$ cat src/rtl/coherence_pkg.sv
`default_nettype none
// ============================================================================
// Module   : coherence_pkg
// Purpose  : Shared encodings for the snooping coherence controller: line
//            states, bus/snoop command codes, CPU-side FSM state type, and
//            the snoop next-state function used by the line array.
// Ports    : none (package)
// Config   : COHERENCE_MESI_EN (consumed by coherence_ctrl) enables state E
// Revision : 1.0 - initial release
// ============================================================================
package coherence_pkg;

  // Line states as seen on dbg_state
  localparam logic [1:0] ST_I = 2'b00;
  localparam logic [1:0] ST_S = 2'b01;
  localparam logic [1:0] ST_M = 2'b10;
  localparam logic [1:0] ST_E = 2'b11;

  // Bus and snoop command codes
  localparam logic [1:0] CMD_WRITE_BACK = 2'b00;
  localparam logic [1:0] CMD_READ_MISS  = 2'b01;
  localparam logic [1:0] CMD_WRITE_MISS = 2'b10;
  localparam logic [1:0] CMD_INVALIDATE = 2'b11;

  // CPU-side transaction FSM
  typedef enum logic [2:0] {
    FSM_IDLE = 3'd0,
    FSM_WB   = 3'd1,
    FSM_MISS = 3'd2,
    FSM_UPG  = 3'd3,
    FSM_DONE = 3'd4
  } fsm_state_t;

  // State of a valid, tag-matching line after a snooped command.
  // INVALIDATE on M is a protocol error; the line is simply dropped.
  function automatic logic [1:0] snoop_next_state(input logic [1:0] cur,
                                                  input logic [1:0] cmd);
    logic [1:0] nxt;
    nxt = cur;
    case (cmd)
      CMD_READ_MISS:  if (cur == ST_M || cur == ST_E) nxt = ST_S;
      CMD_WRITE_MISS: nxt = ST_I;
      CMD_INVALIDATE: nxt = ST_I;
      default:        nxt = cur;
    endcase
    return nxt;
  endfunction

endpackage
`default_nettype wire

$ cat src/rtl/coherence_line_array.sv
`default_nettype none
// ============================================================================
// Module   : coherence_line_array
// Purpose  : Direct-mapped tag/state storage with one CPU lookup/write port
//            and one snoop port. Snoops update the array every cycle; the
//            CPU lookup returns the post-snoop state of its line.
// Ports    : clock, reset_n        - clock, async active-low reset
//            idx                   - CPU-side line select (lookup and write)
//            look_tag, look_state  - tag and post-snoop state of line idx
//            wr_en/wr_tag/wr_state - CPU-side line update
//            snoop_valid/cmd/addr  - snooped transaction
//            snoop_write_back      - this cache holds the snooped line dirty
//            dbg_idx, dbg_state    - registered state of any line
// Revision : 1.0 - initial release
// ============================================================================
module coherence_line_array
  import coherence_pkg::*;
#(
  parameter int NUM_LINES = 4,
  parameter int ADDR_W    = 8
) (
  input  logic                             clock,
  input  logic                             reset_n,
  input  logic [$clog2(NUM_LINES)-1:0]     idx,
  output logic [ADDR_W-$clog2(NUM_LINES)-1:0] look_tag,
  output logic [1:0]                       look_state,
  input  logic                             wr_en,
  input  logic [ADDR_W-$clog2(NUM_LINES)-1:0] wr_tag,
  input  logic [1:0]                       wr_state,
  input  logic                             snoop_valid,
  input  logic [1:0]                       snoop_cmd,
  input  logic [ADDR_W-1:0]                snoop_addr,
  output logic                             snoop_write_back,
  input  logic [$clog2(NUM_LINES)-1:0]     dbg_idx,
  output logic [1:0]                       dbg_state
);

  localparam int IDX_W = $clog2(NUM_LINES);
  localparam int TAG_W = ADDR_W - IDX_W;

  logic [TAG_W-1:0] tags   [NUM_LINES];
  logic [1:0]       states [NUM_LINES];

  logic [IDX_W-1:0] snoop_idx;
  logic [TAG_W-1:0] snoop_tag;
  logic             snoop_hit;
  logic [1:0]       snoop_next;

  assign snoop_idx = snoop_addr[IDX_W-1:0];
  assign snoop_tag = snoop_addr[ADDR_W-1:IDX_W];
  assign snoop_hit = snoop_valid && (tags[snoop_idx] == snoop_tag) &&
                     (states[snoop_idx] != ST_I);
  assign snoop_next = snoop_next_state(states[snoop_idx], snoop_cmd);

  // Only a dirty line is supplied; E and S are clean.
  assign snoop_write_back = snoop_hit && (states[snoop_idx] == ST_M) &&
                            (snoop_cmd == CMD_READ_MISS || snoop_cmd == CMD_WRITE_MISS);

  assign look_tag   = tags[idx];
  assign look_state = (snoop_hit && snoop_idx == idx) ? snoop_next : states[idx];
  assign dbg_state  = states[dbg_idx];

  // CPU write already accounts for the post-snoop view, so it wins on a clash.
  always_ff @(posedge clock or negedge reset_n) begin
    if (!reset_n) begin
      for (int i = 0; i < NUM_LINES; i++) begin
        tags[i]   <= '0;
        states[i] <= ST_I;
      end
    end else begin
      for (int i = 0; i < NUM_LINES; i++) begin
        if (wr_en && idx == IDX_W'(i)) begin
          tags[i]   <= wr_tag;
          states[i] <= wr_state;
        end else if (snoop_hit && snoop_idx == IDX_W'(i)) begin
          states[i] <= snoop_next;
        end
      end
    end
  end

endmodule
`default_nettype wire

$ cat src/rtl/coherence_ctrl.sv
`default_nettype none
// ============================================================================
// Module   : coherence_ctrl
// Purpose  : Per-cache snooping coherence controller: direct-mapped line
//            array plus one CPU-side transaction FSM (IDLE/WB/MISS/UPG/DONE)
//            driving a registered bus request interface.
// Ports    : clock, reset_n                  - clock, async active-low reset
//            cpu_req/write/addr, cpu_done/hit - CPU access handshake
//            bus_req/cmd/addr, bus_gnt        - shared bus request/grant
//            bus_shared (MESI only)           - other cache holds the line
//            snoop_valid/cmd/addr             - snooped transaction
//            snoop_write_back, snoop_abort    - supply dirty line / abort mem
//            dbg_idx, dbg_state               - line state display
// Config   : `define COHERENCE_MESI_EN adds state E and the bus_shared input;
//            default build is pure MSI.
// Revision : 1.0 - initial release
// ============================================================================
module coherence_ctrl
  import coherence_pkg::*;
#(
  parameter int NUM_LINES = 4,
  parameter int ADDR_W    = 8
) (
  input  logic                         clock,
  input  logic                         reset_n,
  input  logic                         cpu_req,
  input  logic                         cpu_write,
  input  logic [ADDR_W-1:0]            cpu_addr,
  output logic                         cpu_done,
  output logic                         cpu_hit,
  output logic                         bus_req,
  output logic [1:0]                   bus_cmd,
  output logic [ADDR_W-1:0]            bus_addr,
  input  logic                         bus_gnt,
`ifdef COHERENCE_MESI_EN
  input  logic                         bus_shared,
`endif
  input  logic                         snoop_valid,
  input  logic [1:0]                   snoop_cmd,
  input  logic [ADDR_W-1:0]            snoop_addr,
  output logic                         snoop_write_back,
  output logic                         snoop_abort,
  input  logic [$clog2(NUM_LINES)-1:0] dbg_idx,
  output logic [1:0]                   dbg_state
);

  localparam int IDX_W = $clog2(NUM_LINES);
  localparam int TAG_W = ADDR_W - IDX_W;

  fsm_state_t        state, state_n;
  logic              bus_req_n;
  logic [1:0]        bus_cmd_n;
  logic [ADDR_W-1:0] bus_addr_n;
  logic [ADDR_W-1:0] req_addr, req_addr_n;
  logic              req_write, req_write_n;
  logic              hit_q, hit_n;

  logic [IDX_W-1:0]  look_idx;
  logic [TAG_W-1:0]  cmp_tag;
  logic [TAG_W-1:0]  look_tag;
  logic [1:0]        look_state;
  logic              line_hit;
  logic              wr_en;
  logic [TAG_W-1:0]  wr_tag;
  logic [1:0]        wr_state;
  logic [1:0]        fill_state;

  // In IDLE the live CPU address is looked up; afterwards the latched one.
  assign look_idx = (state == FSM_IDLE) ? cpu_addr[IDX_W-1:0] : req_addr[IDX_W-1:0];
  assign cmp_tag  = (state == FSM_IDLE) ? cpu_addr[ADDR_W-1:IDX_W] : req_addr[ADDR_W-1:IDX_W];
  assign line_hit = (look_tag == cmp_tag) && (look_state != ST_I);

`ifdef COHERENCE_MESI_EN
  assign fill_state = req_write ? ST_M : (bus_shared ? ST_S : ST_E);
`else
  assign fill_state = req_write ? ST_M : ST_S;
`endif

  coherence_line_array #(
    .NUM_LINES (NUM_LINES),
    .ADDR_W    (ADDR_W)
  ) u_array (
    .clock            (clock),
    .reset_n          (reset_n),
    .idx              (look_idx),
    .look_tag         (look_tag),
    .look_state       (look_state),
    .wr_en            (wr_en),
    .wr_tag           (wr_tag),
    .wr_state         (wr_state),
    .snoop_valid      (snoop_valid),
    .snoop_cmd        (snoop_cmd),
    .snoop_addr       (snoop_addr),
    .snoop_write_back (snoop_write_back),
    .dbg_idx          (dbg_idx),
    .dbg_state        (dbg_state)
  );

  assign snoop_abort = snoop_write_back;
  assign cpu_done    = (state == FSM_DONE);
  assign cpu_hit     = cpu_done && hit_q;

  always_ff @(posedge clock or negedge reset_n) begin
    if (!reset_n) begin
      state     <= FSM_IDLE;
      bus_req   <= 1'b0;
      bus_cmd   <= CMD_WRITE_BACK;
      bus_addr  <= '0;
      req_addr  <= '0;
      req_write <= 1'b0;
      hit_q     <= 1'b0;
    end else begin
      state     <= state_n;
      bus_req   <= bus_req_n;
      bus_cmd   <= bus_cmd_n;
      bus_addr  <= bus_addr_n;
      req_addr  <= req_addr_n;
      req_write <= req_write_n;
      hit_q     <= hit_n;
    end
  end

  always_comb begin
    state_n     = state;
    bus_req_n   = bus_req;
    bus_cmd_n   = bus_cmd;
    bus_addr_n  = bus_addr;
    req_addr_n  = req_addr;
    req_write_n = req_write;
    hit_n       = hit_q;
    wr_en       = 1'b0;
    wr_tag      = look_tag;
    wr_state    = look_state;

    case (state)
      FSM_IDLE: begin
        if (cpu_req) begin
          req_addr_n  = cpu_addr;
          req_write_n = cpu_write;
          hit_n       = 1'b0;
          if (line_hit && (!cpu_write || look_state == ST_M)) begin
            state_n = FSM_DONE;
            hit_n   = 1'b1;
`ifdef COHERENCE_MESI_EN
          end else if (line_hit && look_state == ST_E) begin
            // Exclusive clean line: upgrade locally, no bus traffic.
            wr_en    = 1'b1;
            wr_state = ST_M;
            state_n  = FSM_DONE;
            hit_n    = 1'b1;
`endif
          end else if (line_hit) begin
            state_n    = FSM_UPG;
            bus_req_n  = 1'b1;
            bus_cmd_n  = CMD_INVALIDATE;
            bus_addr_n = cpu_addr;
          end else if (look_state == ST_M) begin
            state_n    = FSM_WB;
            bus_req_n  = 1'b1;
            bus_cmd_n  = CMD_WRITE_BACK;
            bus_addr_n = {look_tag, cpu_addr[IDX_W-1:0]};
          end else begin
            state_n    = FSM_MISS;
            bus_req_n  = 1'b1;
            bus_cmd_n  = cpu_write ? CMD_WRITE_MISS : CMD_READ_MISS;
            bus_addr_n = cpu_addr;
          end
        end
      end

      FSM_WB: begin
        // Completes unchanged even if a snoop demoted the victim meanwhile.
        if (bus_gnt) begin
          wr_en      = 1'b1;
          wr_state   = ST_I;
          state_n    = FSM_MISS;
          bus_cmd_n  = req_write ? CMD_WRITE_MISS : CMD_READ_MISS;
          bus_addr_n = req_addr;
        end
      end

      FSM_MISS: begin
        if (bus_gnt) begin
          wr_en     = 1'b1;
          wr_tag    = req_addr[ADDR_W-1:IDX_W];
          wr_state  = fill_state;
          bus_req_n = 1'b0;
          state_n   = FSM_DONE;
        end
      end

      FSM_UPG: begin
        // Line lost to a snoop before grant: request stays up as a write miss.
        if (!line_hit) begin
          bus_cmd_n = CMD_WRITE_MISS;
          state_n   = FSM_MISS;
        end else if (bus_gnt) begin
          wr_en     = 1'b1;
          wr_state  = ST_M;
          bus_req_n = 1'b0;
          state_n   = FSM_DONE;
        end
      end

      FSM_DONE: state_n = FSM_IDLE;

      default: state_n = FSM_IDLE;
    endcase
  end

endmodule
`default_nettype wire

$ cat config.mk
export PLATFORM = sky130hd
export DESIGN_NAME = coherence_ctrl
export DESIGN_NICKNAME = d
export VERILOG_FILES = /design/src/rtl/coherence_pkg.sv /design/src/rtl/coherence_line_array.sv /design/src/rtl/coherence_ctrl.sv
export SDC_FILE = /design/constraint.sdc
export NUM_CORES = 1
export LEC_CHECK = 0
export CAP_MARGIN = 20
export CORE_ASPECT_RATIO = 1.2
export CORE_MARGIN = 3
export CORE_UTILIZATION = 45
export CTS_CLUSTER_DIAMETER = 30
export DETAILED_ROUTE_END_ITERATION = 7
export PLACE_DENSITY = 0.69
export SYNTH_ARGS = -nofsm -noshare
export SYNTH_HDL_FRONTEND = slang
export SYNTH_SLANG_ARGS = --single-unit
$ cat constraint.sdc
create_clock -name clock -period 4.29 [get_ports clock]
set_clock_uncertainty 0.15 [all_clocks]
set_input_delay 0.6435 -clock clock [delete_from_list [all_inputs] [get_ports clock]]
set_output_delay 0.6435 -clock clock [all_outputs]
set_load 0.05 [all_outputs]
# Yosys cells after proc, flatten, opt, wreduce, memory -nomap -nowiden
# Cells that the tools add are included.
# word_totals
ff_bits	56
output_inout_bits	17
wordCells	151
# op_classes
magnitude_cmp	3
n_eq_ne	24
mux	67
n_bitwise	3
reduce_logical	39
# ops
cell	n
2-to-1 mux 2 bit	31
2-to-1 mux 6 bit	7
2-to-1 mux 8 bit	5
binary-select mux 6 bit (select 2 bit)	2
equality test 2 bit (second input constant)	9
logical AND 1 bit	16
case mux 8 bit (2 select lines)	1
2-to-1 mux 3 bit	5
nonzero test 2 bit	7
binary-select mux 2 bit (select 2 bit)	3
equality test 6 bit	2
case mux 2 bit (3 select lines)	2
case mux 3 bit (4 select lines)	1
!= test 2 bit (second input constant)	5
greater-or-equal comparator 3 bit (second input constant)	3
inverter 2 -> 3 bit	3
AND reduction 4 bit	2
2-to-1 mux 1 bit	7
equality test 2 x 1 -> 1 bit (second input constant)	3
equality test 3 x 2 -> 1 bit (second input constant)	2
nonzero test 3 bit	2
AND reduction 5 bit	1
zero test 2 bit	2
case mux 2 bit (2 select lines)	1
other kinds (10)	14

# Longest topological paths before layout
# Gate-level depths: netlist of the first run.
# logic_depth
ltp_word	15
mapped_depth	12
mapped_depth_nobuf	10

# Cells and area by module
# From an unflattened synthesis of the first run, not the netlist that was laid out.
# unflattened
hier_cells	379
hier_area_um2	3812.4
# by_module_without_submodules
module	instances	cells_per_inst	area_per_inst_um2	seq_area_each_um2
coherence_line_array	1	188	2135.8	800.8
coherence_ctrl	1	191	1676.6	600.6

# Worst setup path before layout of the first run
# Ideal clock, no wire load.
# synth_path
path_type	input -> output
startpoint	input port snoop_addr[0]
endpoint	output port snoop_write_back
arrival_time_ns	3.751
path_slack_ns	-0.254
path_stages	6
path_buffers	2
cell_sequence	buf_2 > mux4_2 > xnor2_1 > nand4_1 > nor4_1 > buf_4
# synth_between
elab_chain_len	9
word_cells_on_any_way	14
classes_between	2 x eq/ne; 6 x mux; 1 x bitwise; 5 x reduce/logical
# synth_lines
element	line	source
from (decl)	coherence_ctrl.sv:40	input logic [ADDR_W-1:0] snoop_addr,
inverter 2 -> 3 bit (not written as such) (*)	coherence_line_array.sv:51, coherence_line_array.sv:52, coherence_line_array.sv:56	
binary-select mux 6 bit (select 2 bit)	coherence_line_array.sv:51	assign snoop_hit = snoop_valid && (tags[snoop_idx] == snoop_tag) &&
2-to-1 mux 6 bit (not written as such) (2 in a row)	coherence_line_array.sv:51	
equality test 6 bit	coherence_line_array.sv:51	
logical AND 1 bit (2 in a row)	coherence_line_array.sv:51	
logical AND 1 bit (*) (2 in a row)	coherence_line_array.sv:56	assign snoop_write_back = snoop_hit && (states[snoop_idx] == ST_M) &&
to (decl)	coherence_ctrl.sv:41	output logic snoop_write_back,
# Mark *: on every way between the ends. The rest lies on a longest branch, timed or not. The select of a mux whose other input is x is not followed.

# Worst setup path in the final report of the first run
# layout_path
startpoint	input port snoop_addr[0]
endpoint	output port snoop_abort
# layout_between
elab_chain_len	9
word_cells_on_any_way	14
classes_between	2 x eq/ne; 6 x mux; 1 x bitwise; 5 x reduce/logical
# layout_lines
element	line	source
inverter 2 -> 3 bit (not written as such) (*)	coherence_line_array.sv:51, coherence_line_array.sv:52, coherence_line_array.sv:56	
binary-select mux 6 bit (select 2 bit)	coherence_line_array.sv:51	
2-to-1 mux 6 bit (not written as such) (2 in a row)	coherence_line_array.sv:51	
equality test 6 bit	coherence_line_array.sv:51	
logical AND 1 bit (2 in a row)	coherence_line_array.sv:51	
logical AND 1 bit (*) (2 in a row)	coherence_line_array.sv:56	
to (decl)	coherence_ctrl.sv:42	output logic snoop_abort,
# Marked as above.

==> key figures, run 1 <==
Timing
  • Relative slew slack: 0.525
  • WHS: 0.287 ns
  • Fin. max-slew vios: 0
  • Final Hold Vio Count: 0
  • Setup violations, final: 0
  • Maximum clock frequency: 251 MHz
  • Tmin final: 3.99 ns
  • Fin Setup TNS: 0 ns
  • Worst-margin pin slew: 0.712 ns
  • Final period utilization: 0.930
  • Final WS setup: 0.301 ns
  • RSZ-0062 raised after global routing: false

Floorplanning
  • Die width: 95.4 um
  • Die ar.: 10800 sq um
  • IO Pins: 43
  • Row count: 38
  • Core area: 9180 sq um
  • Die Height: 113 um
  • Initial Util: 0.470

Global route
  • Grt ovf: 0
  • Vias in the first global route: 3519
  • Initial antenna violation count: 0
  • First-pass GRT wire length: 18300 um
  • Total track usage: 0.217
  • Largest net degree at the start of global routing: 57

Placement
  • Post-Place Setup Slack: 0.147 ns
  • Post-DP HPWL: 8710 um
  • RD Place Congestion: 0.882
  • Port-buffer cells: 42
  • Placed inst area: 4900 sq um

Final layout
  • Final nets: 503
  • # diodes: 0
  • Layout cell share with drive strength beyond 1: 0.215
  • Post-route core utilization: 0.548
  • Design area: 5030 sq um
  • Area growth syn-to-layout: 16.6%

Synth
  • Async SR Flop Fraction: 1.00
  • Seq/Total Area, Yosys: 0.325
  • Avg Synthesized Cell Area: 10.0 sq um
  • Post-synth EDFFs: 0
  • Synth Instances: 431
  • Synth warnings: 0
  • Mapped Nets: 459
  • Ys flop type: dfrtp_1
  • Mapped Area: 4310 sq um
  • Number of library cell types mapped by synthesis: 64
  • FF+latch count, synth: 56

Clock network
  • CTS root buffer: clkbuf_8
  • Post-CTS sizing: 0
  • Reg clk slew, reported paths: 0.10 ns
  • Post-CTS Setup Bufs: 0
  • TritonCTS clock tree: built
  • CTS Buffer Depth: 2
  • Clock Sinks: 56
  • Clock Latency Late Sink: 0.31 ns
  • H-tree levels: 2
  • Hold Buf Count CTS: 0
  • CTS Buf Count: 5

Setup path
  • Worst setup EP type: output pin
  • Kind of cell adding the most delay to the critical path: buffers and inverters
  • CP Data Arrival Time: 3.20 ns
  • Crit-path cells: clkdlybuf4s50_1, buf_4, mux4_2, xnor2_1, nand4_1, nor4_2, buf_12
  • Worst-path maximum fanout: 10
  • Worst path buffer plus inverter count: 3
  • Reg2reg setup slack: 0.66 ns
  • Kind of critical path: input port to output pin
  • Critical Path Source Type: input port
  • Critical path's slowest cell: nor4_2
  • Required @ worst endpoint: 3.50 ns
  • R2r worst-path depth: 9
  • R2r startpoint: state[0]
  • R2R Path End: u_array.tags[20]
  • Critical Path Max Stage Delay: 0.60 ns

Drt
  • Drt drc: 0
  • First-pass detailed-route iteration total: 4
  • DR WL/cell: 18.8 um
  • DR vias: 3512
  • Initial DRC count: 237
  • Post-DRT Antenna Nets: 0
  • Final WL: 11200 um
  • Via-to-Cell Ratio: 5.90

Power and ir drop
  • PwrDens: 872 nW/um^2
  • Worst vdd ir: 0.321 mV
  • P_leak: 2.15 nW

Run
  • Max Cap Viol: 0

Outcome
  • Status: finished clean

Min path
  • Hold crit path type: input port to asynchronous set/reset pin
flip-flops by register name, summed over array words and instances, names as in the netlist:
signal          cells
state               3
bus_cmd             2
bus_addr            8
u_array.tags       24
hit_q               1
bus_req             1
req_addr            8
u_array.states      8
req_write           1
power breakdown:
part	switching (mW)	internal, mW	leakage [nW]	total (mW)
combinational	1.63	1.29	1.39	2.91
sequential	0.301	0.775	0.697	1.08
clock	0.170	0.230	0.0642	0.400
metrics by stage:
step                cells  total power, mW
floorplan             431             3.19
global placement      588             3.89
global route          595             4.70
CTS                   595             4.37
detailed placement    588             3.96
finish                595             4.39
logic make-up after synthesis:
logic type	count (synthesis)	synth area share
AOI/OAI and AO/OA	83	0.146
xor gates and xnor gates	10	0.0203
adders and majority gates	2	0.00580
buffers and inverters	34	0.0406
DFF	56	0.325
muxes	111	0.305
and+or+nand+nor	135	0.157
how the worst max path moves through the flow:
stage,startpoint,endpoint,slack (ns),cells past startpoint
2_1_floorplan,snoop_addr[0],snoop_write_back,0.39,6
3_3_place_gp,cpu_addr[0],u_array.tags[21],0.22,9
3_5_place_dp,snoop_addr[0],bus_addr[4],0.15,11
4_1_cts,snoop_addr[0],snoop_abort,0.27,7
5_1_grt,snoop_addr[0],snoop_abort,0.15,7
6_report,snoop_addr[0],snoop_abort,0.30,7
layout make-up:
class	instances	area, sq um
multi-input combinational	341	2740
tap	120	150
inverter	12	45.0
clock buffer	5	68.8
sequential	56	1400
clock inverter	2	60.1
timing repair buffer	59	563
fill	844	4140
synthesized netlist by cell type (all sizes together) (6+ instances only):
cell	count	share of area
xnor2	9	0.018
mux4	10	0.052
o21ai	21	0.032
a21oi	14	0.017
clkbuf	7	0.0061
nand2	44	0.038
inv	12	0.010
mux2	42	0.12
mux2i	59	0.14
nand2b	6	0.0087
buf	15	0.024
nand3	13	0.015
nor2	28	0.027
dfrtp	56	0.32
nor3	10	0.012
and2	7	0.010
cell usage in the layout (no fill, tap or decap), types with 10 or more instances in the layout:
master | synthesis | final
buf_4 | 5 | 17
mux2_2 | 35 | 35
mux4_2 | 10 | 10
nor3_1 | 10 | 10
mux2i_1 | 59 | 59
clkdlybuf4s50_1 | 0 | 39
nand2_1 | 44 | 44
nand3_1 | 13 | 13
a21oi_1 | 13 | 13
dfrtp_1 | 56 | 56
nor2_1 | 26 | 26
inv_1 | 12 | 12
o21ai_0 | 18 | 18
metal layers:
| layer | vias to the layer above | wire length (um) | GRT usage |
|---|---|---|---|
| met1 | 1716 | 4940 | 0.300 |
| met3 | 14 | 506 | 0.0239 |
| met5 | - | 0 | 0 |
| met4 | 0 | 167 | 0.0493 |
| met2 | 97 | 5580 | 0.364 |
| li1 | 1685 | - | - |
Power figures use the tool's default switching activity.
==> run 2, diff against run 1 <==
Settings changed: CORE_MARGIN 3 to 2, GPL_ROUTABILITY_DRIVEN set to 0.
==> run 2 against run 1 <==
Utilization down 1.2 points. Register-to-register slack better by 0.09 ns. Clock power rose by 7.5%. Non-clock buffer count decreased by 1. Sequential cell count did not move. Largest power group unchanged. Critical path type unchanged. Fmax up 2.1%. Worst setup slack better by 0.080 ns. Power grew 0.95%. Global-route usage rose by 1.1 points. Die area decreased by 3.8%. Design area up 0.37%.
==> key figures, run 2 (synthesis results as in run 1) <==
Global route
  • Grt ovf: 0 (unchanged)
  • Total track usage: 0.228 (was 0.217)
  • Vias in the first global route: 3638 (was 3519)
  • First-pass GRT wire length: 18800 um (was 18300 um)
  • Largest net degree at the start of global routing: 57 (unchanged)
  • Initial antenna violation count: 0 (unchanged)

Clock network
  • CTS root buffer: clkbuf_16 (was clkbuf_8)
  • CTS Buf Count: 5 (unchanged)
  • Clock Latency Late Sink: 0.30 ns (was 0.31 ns)
  • Post-CTS sizing: 0 (unchanged)
  • TritonCTS clock tree: built (unchanged)
  • Hold Buf Count CTS: 0 (unchanged)
  • CTS Buffer Depth: 2 (unchanged)
  • Clock Sinks: 56 (unchanged)
  • Post-CTS Setup Bufs: 0 (unchanged)
  • Reg clk slew, reported paths: 0.08 ns (was 0.10 ns)
  • H-tree levels: 2 (unchanged)

Final layout
  • Most common library cell in the layout ignoring fill and taps: mux2i_1 (unchanged)
  • Register with the most flip-flops: u_array.tags (unchanged)
  • # diodes: 0 (unchanged)
  • Register Area: 1400 sq um (unchanged)
  • Final nets: 502 (was 503)
  • Area growth syn-to-layout: 17.1% (was 16.6%)
  • Layout cell share with drive strength beyond 1: 0.215 (unchanged)
  • Filler cell count: 834 (was 844)
  • Commonest non-fill, non-tap cells in the layout: mux2i_1 (59), dfrtp_1 (56), nand2_1 (44) (unchanged)
  • Multi-input logic area: 2740 sq um (unchanged)
  • Largest register FFs: 24 (unchanged)

Timing
  • RSZ-0062 raised after global routing: false (unchanged)
  • Relative slew slack: 0.523 (was 0.525)
  • Setup violations, final: 0 (unchanged)
  • Maximum clock frequency: 256 MHz (was 251 MHz)
  • Final period utilization: 0.911 (was 0.930)
  • WHS: 0.317 ns (was 0.287 ns)
  • Tmin final: 3.91 ns (was 3.99 ns)
  • Fin. max-slew vios: 0 (unchanged)
  • Final Hold Vio Count: 0 (unchanged)
  • Fin Setup TNS: 0 ns (unchanged)
  • Worst-margin pin slew: 0.715 ns (was 0.712 ns)

Drt
  • Initial DRC count: 230 (was 237)
  • First-pass detailed-route iteration total: 5 (was 4)
  • Final WL: 11400 um (was 11200 um)
  • DR vias: 3575 (was 3512)
  • Post-DRT Antenna Nets: 0 (unchanged)
  • Drt drc: 0 (unchanged)
  • DR WL/cell: 19.1 um (was 18.8 um)
  • Via-to-Cell Ratio: 5.98 (was 5.90)

Power and ir drop
  • Sequential fraction of design power: 0.244 (was 0.245)
  • Switch share: 0.486 (was 0.478)
  • PwrDens: 877 nW/um^2 (was 872 nW/um^2)
  • Clock power share: 0.097 (was 0.091)
  • Worst vdd ir: 0.261 mV (was 0.321 mV)
  • P_leak: 2.15 nW (about the same)
  • Combinational Power Share: 0.659 (was 0.664)
  • Int Pwr: 2.28 mW (was 2.29 mW)
  • Psw: 2.15 mW (was 2.10 mW)

Setup path
  • Worst-path maximum fanout: 12 (was 10)
  • Worst path buffer plus inverter count: 3 (unchanged)
  • Critical Path Max Stage Delay: 0.60 ns (about the same)
  • CP Data Arrival Time: 3.11 ns (was 3.20 ns)
  • R2r worst-path depth: 9 (unchanged)
  • Kind of critical path: input port to output pin (unchanged)
  • Worst setup EP type: output pin (unchanged)
  • Critical path's slowest cell: nor4_2 (unchanged)
  • Kind of cell adding the most delay to the critical path: buffers and inverters (unchanged)
  • Crit-path cells: clkdlybuf4s50_1, buf_4, mux4_2, xnor2_1, nand4_1, nor4_2, buf_12 (unchanged)
  • Required @ worst endpoint: 3.50 ns (about the same)
  • R2R Path End: u_array.tags[23] (was u_array.tags[20])
  • Critical Path Source Type: input port (unchanged)
  • R2r startpoint: state[0] (unchanged)
  • Reg2reg setup slack: 0.75 ns (was 0.66 ns)

Floorplanning
  • Die width: 93.4 um (was 95.4 um)
  • Core area: 9420 sq um (was 9180 sq um)
  • Die Height: 111 um (was 113 um)
  • Initial Util: 0.458 (was 0.470)
  • Row count: 39 (was 38)
  • Die ar.: 10400 sq um (was 10800 sq um)
  • IO Pins: 43 (unchanged)

Outcome
  • Status: finished clean (unchanged)

Min path
  • Hold crit path type: input port to asynchronous set/reset pin (unchanged)

Placement
  • Port-buffer cells: 42 (unchanged)
  • Post-DP HPWL: 8690 um (was 8710 um)

Run
  • Max Cap Viol: 0 (unchanged)
run 2: area by class of cell:
cell class	instances	share of cell area
multi-input cells	341	0.543
flip-flops and latches	56	0.277
repair buffers	58	0.110
well taps	123	0.0305
clock buffers	5	0.0248
inverters	12	0.00892
clock inverters	3	0.00520
run 2: worst max-delay path by stage:
stage / from / endpoint / depth (start not counted)
after floorplan: snoop_addr[0] / snoop_write_back / 6
after global placement: snoop_addr[0] / bus_addr[7] / 11
after detailed placement: snoop_addr[0] / bus_addr[7] / 11
after CTS: snoop_addr[0] / snoop_abort / 7
after global routing: snoop_addr[0] / snoop_abort / 7
final: snoop_addr[0] / snoop_abort / 7
run 2: power groups by stage:
stage	Combinational, mW	Sequential (mW)	Clock (mW)
global route	3.15	1.12	0.458
global placement	2.83	1.07	0
finish	2.92	1.08	0.430
floorplan	2.07	1.12	0
detailed placement	2.88	1.09	0
CTS	2.89	1.07	0.440
run 2: per-stage QoR:
stage	worst slack [ns]	instance area, sq um	power (mW)	util	instances
2_1_floorplan	0.388	4320	3.19	-	431
3_3_place_gp	0.289	4900	3.90	0.520	590
3_5_place_dp	0.206	4900	3.96	0.520	590
4_1_cts	0.358	5050	4.41	0.536	598
5_1_grt	0.206	5050	4.72	0.536	598
6_report	0.382	5050	4.43	0.536	598
run 2: per-layer routing:
layer  global-route usage  vias to the layer above  routed length [um]
li1                     -                     1692                   -
met1                0.304                     1736                4950
met2                0.377                      119                5650
met3               0.0299                       28                 550
met4               0.0824                        0                 301
met5                    0                        -                   0
